**src/rtl/spi_ram_pkg.sv**
```systemverilog
// Shared types and constants for the SPI-to-RAM command front-end.
package spi_ram_pkg;

  typedef enum logic [2:0] {
    IDLE,
    CHK_CMD,
    WRITE,
    READ_ADD,
    READ_DATA
  } state_t;

  localparam logic [1:0] CMD_WR_ADDR = 2'b00;
  localparam logic [1:0] CMD_WR_DATA = 2'b01;
  localparam logic [1:0] CMD_RD_ADDR = 2'b10;
  localparam logic [1:0] CMD_RD_DATA = 2'b11;

  localparam int unsigned ADDR_SIZE_DEFAULT = 8;
  localparam int unsigned FRAME_BITS        = ADDR_SIZE_DEFAULT + 2;

  function automatic int unsigned frame_bits(input int unsigned addr_size);
    return addr_size + 2;
  endfunction

endpackage

```
**src/rtl/spi_tx_serializer.sv**
```systemverilog
// MISO shift register: load puts the MSB on the line, then one bit per clock,
// then a trailing 0. done is high in the cycle whose edge emits that 0.
module spi_tx_serializer #(
  parameter int unsigned W = 8
) (
  input  logic         clk,
  input  logic         rst_n,
  input  logic         clear,
  input  logic         load,
  input  logic [W-1:0] load_data,
  output logic         miso,
  output logic         busy,
  output logic         done
);

  localparam int unsigned CW = $clog2(W);

  logic [W-1:0]  sr;
  logic [CW-1:0] cnt;

  assign done = busy && (cnt == '0);

  always_ff @(posedge clk or negedge rst_n) begin
    if (!rst_n) begin
      sr   <= '0;
      cnt  <= '0;
      busy <= 1'b0;
      miso <= 1'b0;
    end else if (clear) begin
      sr   <= '0;
      cnt  <= '0;
      busy <= 1'b0;
      miso <= 1'b0;
    end else if (load) begin
      sr   <= {load_data[W-2:0], 1'b0};
      miso <= load_data[W-1];
      cnt  <= CW'(W - 1);
      busy <= 1'b1;
    end else if (busy) begin
      if (cnt != '0) begin
        miso <= sr[W-1];
        sr   <= {sr[W-2:0], 1'b0};
        cnt  <= cnt - 1'b1;
      end else begin
        miso <= 1'b0;
        busy <= 1'b0;
      end
    end
  end

endmodule

```
**src/rtl/spi_ram_ctrl.sv**
```systemverilog
// SPI slave front-end for the single-port RAM: deserialises MOSI command frames
// and serialises read data back on MISO.
module spi_ram_ctrl
  import spi_ram_pkg::*;
#(
  parameter int unsigned ADDR_SIZE = ADDR_SIZE_DEFAULT
) (
  input  logic                 clk,
  input  logic                 rst_n,
  input  logic                 SS_n,
  input  logic                 MOSI,
  output logic                 MISO,
  output logic [ADDR_SIZE+1:0] rx_data,
  output logic                 rx_valid,
  input  logic [ADDR_SIZE-1:0] tx_data,
  input  logic                 tx_valid
);

  localparam int unsigned     NBITS    = frame_bits(ADDR_SIZE);
  localparam int unsigned     CNT_W    = $clog2(NBITS);
  localparam logic [CNT_W-1:0] LAST_CNT = CNT_W'(NBITS - 2);

  state_t               state, state_nxt;
  logic [CNT_W-1:0]     bit_cnt;
  logic [ADDR_SIZE:0]   shift_sr;
  logic                 rx_done, frame_done, rd_addr_seen;
  logic                 in_shift, abort, chk_en, shift_en, last_bit;
  logic                 wait_tx, ser_load, ser_busy, ser_done, finish;

  always_ff @(posedge clk or negedge rst_n) begin
    if (!rst_n) state <= IDLE;
    else        state <= state_nxt;
  end

  always_comb begin
    state_nxt = state;
    if (state != IDLE && SS_n) begin
      state_nxt = IDLE;
    end else begin
      unique case (state)
        IDLE:    if (!SS_n) state_nxt = CHK_CMD;
        CHK_CMD: state_nxt = !MOSI ? WRITE : (rd_addr_seen ? READ_DATA : READ_ADD);
        default: state_nxt = state;
      endcase
    end
  end

  // Frame-phase strobes; the shift states are reused for the post-frame wait,
  // with rx_done/frame_done marking how far the frame has progressed.
  always_comb begin
    in_shift = (state == WRITE) || (state == READ_ADD) || (state == READ_DATA);
    abort    = (state != IDLE) && SS_n;
    chk_en   = (state == CHK_CMD) && !SS_n;
    shift_en = in_shift && !rx_done && !SS_n;
    last_bit = shift_en && (bit_cnt == LAST_CNT);
    wait_tx  = (state == READ_DATA) && rx_done && !frame_done && !ser_busy && !SS_n;
    ser_load = wait_tx && tx_valid;
    finish   = ser_done && !SS_n;
  end

  always_ff @(posedge clk or negedge rst_n) begin
    if (!rst_n) begin
      bit_cnt      <= '0;
      shift_sr     <= '0;
      rx_data      <= '0;
      rx_valid     <= 1'b0;
      rx_done      <= 1'b0;
      frame_done   <= 1'b0;
      rd_addr_seen <= 1'b0;
    end else begin
      rx_valid <= last_bit;
      if (last_bit) rx_data <= {shift_sr, MOSI};

      if (abort || state == IDLE) begin
        bit_cnt    <= '0;
        rx_done    <= 1'b0;
        frame_done <= 1'b0;
      end else begin
        if (chk_en) shift_sr <= {{ADDR_SIZE{1'b0}}, MOSI};
        if (shift_en) begin
          shift_sr <= {shift_sr[ADDR_SIZE-1:0], MOSI};
          bit_cnt  <= last_bit ? '0 : bit_cnt + 1'b1;
        end
        if (last_bit) begin
          rx_done <= 1'b1;
          if (state != READ_DATA) frame_done <= 1'b1;
        end
        if (finish) frame_done <= 1'b1;
      end

      if (last_bit && state == READ_ADD) rd_addr_seen <= 1'b1;
      else if (finish)                    rd_addr_seen <= 1'b0;
    end
  end

  spi_tx_serializer #(.W(ADDR_SIZE)) u_tx (
    .clk       (clk),
    .rst_n     (rst_n),
    .clear     (abort),
    .load      (ser_load),
    .load_data (tx_data),
    .miso      (MISO),
    .busy      (ser_busy),
    .done      (ser_done)
  );

endmodule

```
**config.mk**
```make
export PLATFORM = sky130hd
export DESIGN_NAME = spi_ram_ctrl
export DESIGN_NICKNAME = d
export VERILOG_FILES = /design/src/rtl/spi_ram_pkg.sv /design/src/rtl/spi_tx_serializer.sv /design/src/rtl/spi_ram_ctrl.sv
export SDC_FILE = /design/constraint.sdc
export NUM_CORES = 1
export LEC_CHECK = 0
export CAP_MARGIN = 30
export CORE_ASPECT_RATIO = 1.5
export CORE_MARGIN = 4
export CORE_UTILIZATION = 35
export DETAILED_ROUTE_END_ITERATION = 12
export HOLD_SLACK_MARGIN = 0.06
export PLACE_DENSITY_LB_ADDON = 0.05
export SLEW_MARGIN = 20
export SYNTH_ARGS = -nofsm -noshare
export SYNTH_HDL_FRONTEND = slang
export SYNTH_SLANG_ARGS = --single-unit
export TNS_END_PERCENT = 5
```
**constraint.sdc**
```tcl
create_clock -name clk -period 4.1 [get_ports clk]
set_input_delay 1.23 -clock clk [delete_from_list [all_inputs] [get_ports clk]]
set_output_delay 1.23 -clock clk [all_outputs]
set_load 0.01 [all_outputs]
```
## Word level (Yosys, flattened, before mapping)

Cells that the tools add are included.

- Flip-flop bits (word level): 43
- Input bits: 13
- Output and inout port bits: 12
- Logic and storage cells: 93

- Add/subtract/negate cells: 2
- Equal/unequal tests: 7
- Muxes and demuxes: 34
- Bitwise operators: 1
- Reductions and logical operators: 37

Operators by type and width:

| cell | count |
|---|---|
| 8-bit two-way mux | 4 |
| 3-bit two-way mux | 8 |
| 3-bit nonzero test | 7 |
| 9-bit two-way mux | 2 |
| 1-bit two-way mux | 16 |
| 1-bit logical AND | 13 |
| 4-bit two-way mux | 3 |
| 2-bit AND reduction | 4 |
| 2-bit nonzero test | 4 |
| 3-bit by 2-bit equality test with 1-bit output (second input constant) | 2 |
| 3-bit logical NOT | 2 |
| 3-bit != test (second input constant) | 2 |
| 3-bit case mux with 2 select lines | 1 |
| 4-bit by 1-bit adder with 4-bit output (second input constant) | 1 |
| 4-bit equality test (second input constant) | 1 |
| 1-bit logical NOT | 4 |
| 3-bit by 1-bit equality test with 1-bit output (second input constant) | 1 |
| 3-bit equality test (second input constant) | 1 |
| 1-bit logical OR | 3 |
| 3-bit by 1-bit subtractor with 3-bit output (second input constant) | 1 |
| 1-bit inverter | 1 |

## Longest topological paths before layout

- Depth in word-level cells: 9
- Depth in mapped cells: 8

## Modules after synthesis

Synthesis repeated with hierarchy kept, for this count alone.

- Cell total of the unflattened synthesis: 180
- Area total of the unflattened synthesis: 2157.1 µm²

By module, submodules not included:

| module | instances | cells an instance | area an instance (µm²) | sequential area each (µm²) |
|---|---|---|---|---|
| spi_ram_ctrl | 1 | 112 | 1456.4 | 750.7 |
| spi_tx_serializer | 1 | 68 | 700.7 | 300.3 |

## Least setup slack after synthesis

No wires, ideal clock.

- Path type: in2reg
- From: input port SS_n
- To: register rx_data[1]
- Setup time: 0.125 ns
- Arrival time: 2.224 ns
- Required time: 3.975 ns
- Slack: 1.751 ns
- Cell stages on the path: 6
- Buffers on the path: 2
- Cells stage by stage: clkbuf_1 nor2_1 o21a_1 nand2_2 buf_6 mux2_4

- Cells in the longest elaborated chain, start to end: 3

RTL lines:

| what | line | RTL |
|---|---|---|
| from (decl) | spi_ram_ctrl.sv:10 | `input logic SS_n,` |
| 1-bit logical NOT | spi_ram_ctrl.sv:54 | `shift_en = in_shift && !rx_done && !SS_n;` |
| 1-bit logical AND | spi_ram_ctrl.sv:54 |  |
| 1-bit logical AND | spi_ram_ctrl.sv:55 | `last_bit = shift_en && (bit_cnt == LAST_CNT);` |
| to (signal assigned) | spi_ram_ctrl.sv:72 | `if (last_bit) rx_data <= {shift_sr, MOSI};` |
| to (decl) | spi_ram_ctrl.sv:13 | `output logic [ADDR_SIZE+1:0] rx_data,` |

No other way between the ends.
A chain may end at the register's enable or synchronous reset.

## Final worst setup path

- From: input port SS_n
- To: register rx_data[9]

- Cells in the longest elaborated chain, start to end: 3

RTL lines:

| what | line | RTL |
|---|---|---|
| 1-bit logical NOT | spi_ram_ctrl.sv:54 |  |
| 1-bit logical AND | spi_ram_ctrl.sv:54 |  |
| 1-bit logical AND | spi_ram_ctrl.sv:55 |  |
| net last_bit | spi_ram_ctrl.sv:27 | `logic in_shift, abort, chk_en, shift_en, last_bit;` |

The timed path passes the listed nets, and every way through them passes these cells.

==> flow_summary.json <==
{
  "die_area_sq_um": 6740,
  "clk_pin_slew_worst_paths_ns": 0.09,
  "drv_cap": 0,
  "cts_hold_buf": 0,
  "cts_buffers": 5,
  "root_buffer": "clkbuf_8",
  "worstPathCellList": "clkdlybuf4s50_1 > nor2_1 > o21a_1 > nand2_2 > inv_1 > mux2_2",
  "setup_slack_ns": 1.02,
  "stdcell_area_sq_um": 2320,
  "ant_nets": 0,
  "holdCritStartpoint": "bit_cnt[3]",
  "synth_edf_count": 0,
  "start_util_pct": 36.8,
  "cts_max_path_buffers": 2,
  "dp_hpwl_microns": 2700,
  "skew_ns": 0.00683,
  "grt_max_degree": 43,
  "holdWs_ns": 0.495,
  "cts_tree": "yes",
  "rsz0062_at_grt": "false",
  "finalCritPeriodShare_pct": 75.1,
  "num_rows": 32,
  "critPathLaunch": "SS_n",
  "max_stage_delay_ns": 0.58,
  "cp_max_fo": 12,
  "vias": 1359,
  "critical_path_buf_inv_count": 2,
  "ir_worst_vdd_mv": 0.215,
  "ys_ff_latch": 42,
  "mappedNetlistArea_sq_um": 1910,
  "crit_type": "in2reg",
  "tns_ns": 0,
  "grt_pass1_wl_microns": 6560,
  "ys_async_sr_fraction_pct": 100,
  "cp-end-kind": "flip-flop",
  "worst_setup_path_start_kind": "input port",
  "clk_latency_ns": 0.30,
  "hold_viol": 0,
  "num_io_pins": 25,
  "layout-drive-gt1-share_pct": 12.9,
  "drc": 0,
  "leakage_nw": 1.04,
  "area_growth_pct": 21.2,
  "power_per_cell_area_nw_per_um2": 360,
  "pre_cts_ws_ns": 0.686,
  "drt-initial-drc-count": 62,
  "run_status": "finished, final reports clean",
  "die_height_microns": 98.6,
  "synth_top_area_share_pct": 54.9,
  "hold_class": "reg2reg",
  "critPathRequiredTime_ns": 4.29,
  "r2r-start": "state[0]",
  "synthFlopType": "dfrtp_1",
  "syn-mean-instance-area_sq_um": 11.3,
  "nets": 210,
  "ys_types": 35,
  "postCtsSetupBuffers": 0,
  "die_w_microns": 68.4,
  "firstDrtPassIters": 4,
  "place_area_sq_um": 2190,
  "overflow": 0,
  "fmax_ghz": 0.325,
  "cts_resized": 0,
  "arrival_ns": 3.27,
  "grt_pass1_vias": 1389,
  "setup_viol": 0,
  "design.core.area_sq_um": 5200,
  "wl_per_cell_microns": 14.8,
  "port_buffers": 24,
  "yosysWarnings": 0,
  "place.gp.congestion": 0.816,
  "ys_seq_area_share_pct": 54.9,
  "period_minus_slack_ns": 3.08,
  "fin_util_pct": 44.6,
  "antenna_found_initial": 0,
  "cts_sinks": 42,
  "synthesis.nets": 187,
  "viasPerCell": 5.19,
  "syn_inst": 170,
  "htree_levels": 2,
  "cpMaxStageDelayCell": "clkdlybuf4s50_1",
  "grt_usage_pct": 12.5,
  "cp_top_family": "buffers and inverters",
  "slew_headroom_pct": 40.8,
  "finalMaxSlewViolations": 0,
  "worstMarginPinSlew_ns": 0.886,
  "routed_wl_microns": 3870,
  "diodes": 0,
  "yosysTopAreaCell": "dfrtp_1",
  "yosys-top-cells-area": "dfrtp_1, mux2_4, a22o_1"
}
==> flip-flops by register name, summed over array words and instances, names as in the netlist <==
signal        flops
rx_data          10
shift_sr          9
u_tx.sr           7
bit_cnt           4
state             3
u_tx.cnt          3
frame_done        1
rd_addr_seen      1
rx_done           1
rx_valid          1
u_tx.busy         1
u_tx.miso         1
==> stage by stage <==
| stage | cells | total power, mW |
|---|---|---|
| after global placement | 253 | 0.511 |
| after detailed placement | 253 | 0.513 |
| after floorplan | 170 | 0.484 |
| after CTS | 261 | 0.848 |
| after global routing | 262 | 0.875 |
| final | 262 | 0.834 |
==> synthesized netlist by cell type, drive strengths merged, types with 3 or more instances <==
master and n:
mux2 11, ha 4, buf 5, a31oi 3, dfrtp 42, nor2 12
a311oi 7, nand3 11, a21oi 8, clkbuf 5, inv 8, a22o 8
nand2 16, nor3 3, o21ai 4
==> logic make-up after synthesis <==
kind of cell	share of synthesized area, %
AO/OA/AOI/OAI	14.6
XOR/XNOR	0.458
adder cells (fa/ha/maj)	2.61
buffers and inverters	4.51
flip-flops	54.9
multiplexers	8.24
AND/OR/NAND/NOR	14.7
==> placed cells by master, fill, tap and decap left out, types with 7 or more instances in the layout <==
cell type	netlist	routed
mux2_4	9	9
inv_1	8	8
nand2_1	15	15
nor2_1	12	12
a22o_1	8	8
a21oi_1	8	8
dfrtp_1	42	42
nand3_1	11	11
clkdlybuf4s50_1	0	23
a311oi_1	7	7
==> report_power, final <==
group | total (mW) | switching, mW | internal, mW
logic | 0.0610 | 0.0319 | 0.0291
registers | 0.445 | 0.0166 | 0.429
clock network | 0.328 | 0.147 | 0.181
==> final cells by class <==
cell class                      count  area (sq um)
Clock buffer                        5          68.8
Clock inverter                      3          45.0
Fill cell                         523          2890
Inverter                            8          30.0
Multi-Input combinational cell    110           777
Sequential cell                    42          1050
Tap cell                           68          85.1
Timing Repair Buffer               26           263
==> worst paths after layout <==
check	slack [ns]	to	cells past startpoint
worst min register to register	0.50	bit_cnt[3]	1
worst max register to register	1.96	rx_data[9]	5
max in group asynchronous	2.86	rx_data[8]	2
worst max-delay path	1.02	rx_data[9]	6
worst min-delay path	0.50	bit_cnt[3]	1
min in group asynchronous	0.80	bit_cnt[0]	1
==> routing by layer <==
layer | global-route usage, % | vias to the layer above | share of wire (%)
li1 | - | 651 | -
met1 | 15.4 | 681 | 45
met2 | 20.8 | 21 | 51
met3 | 3.19 | 6 | 2.7
met4 | 4.13 | 0 | 1.5
met5 | 0 | - | 0
No activity file was read; power rests on OpenSTA's default activity.
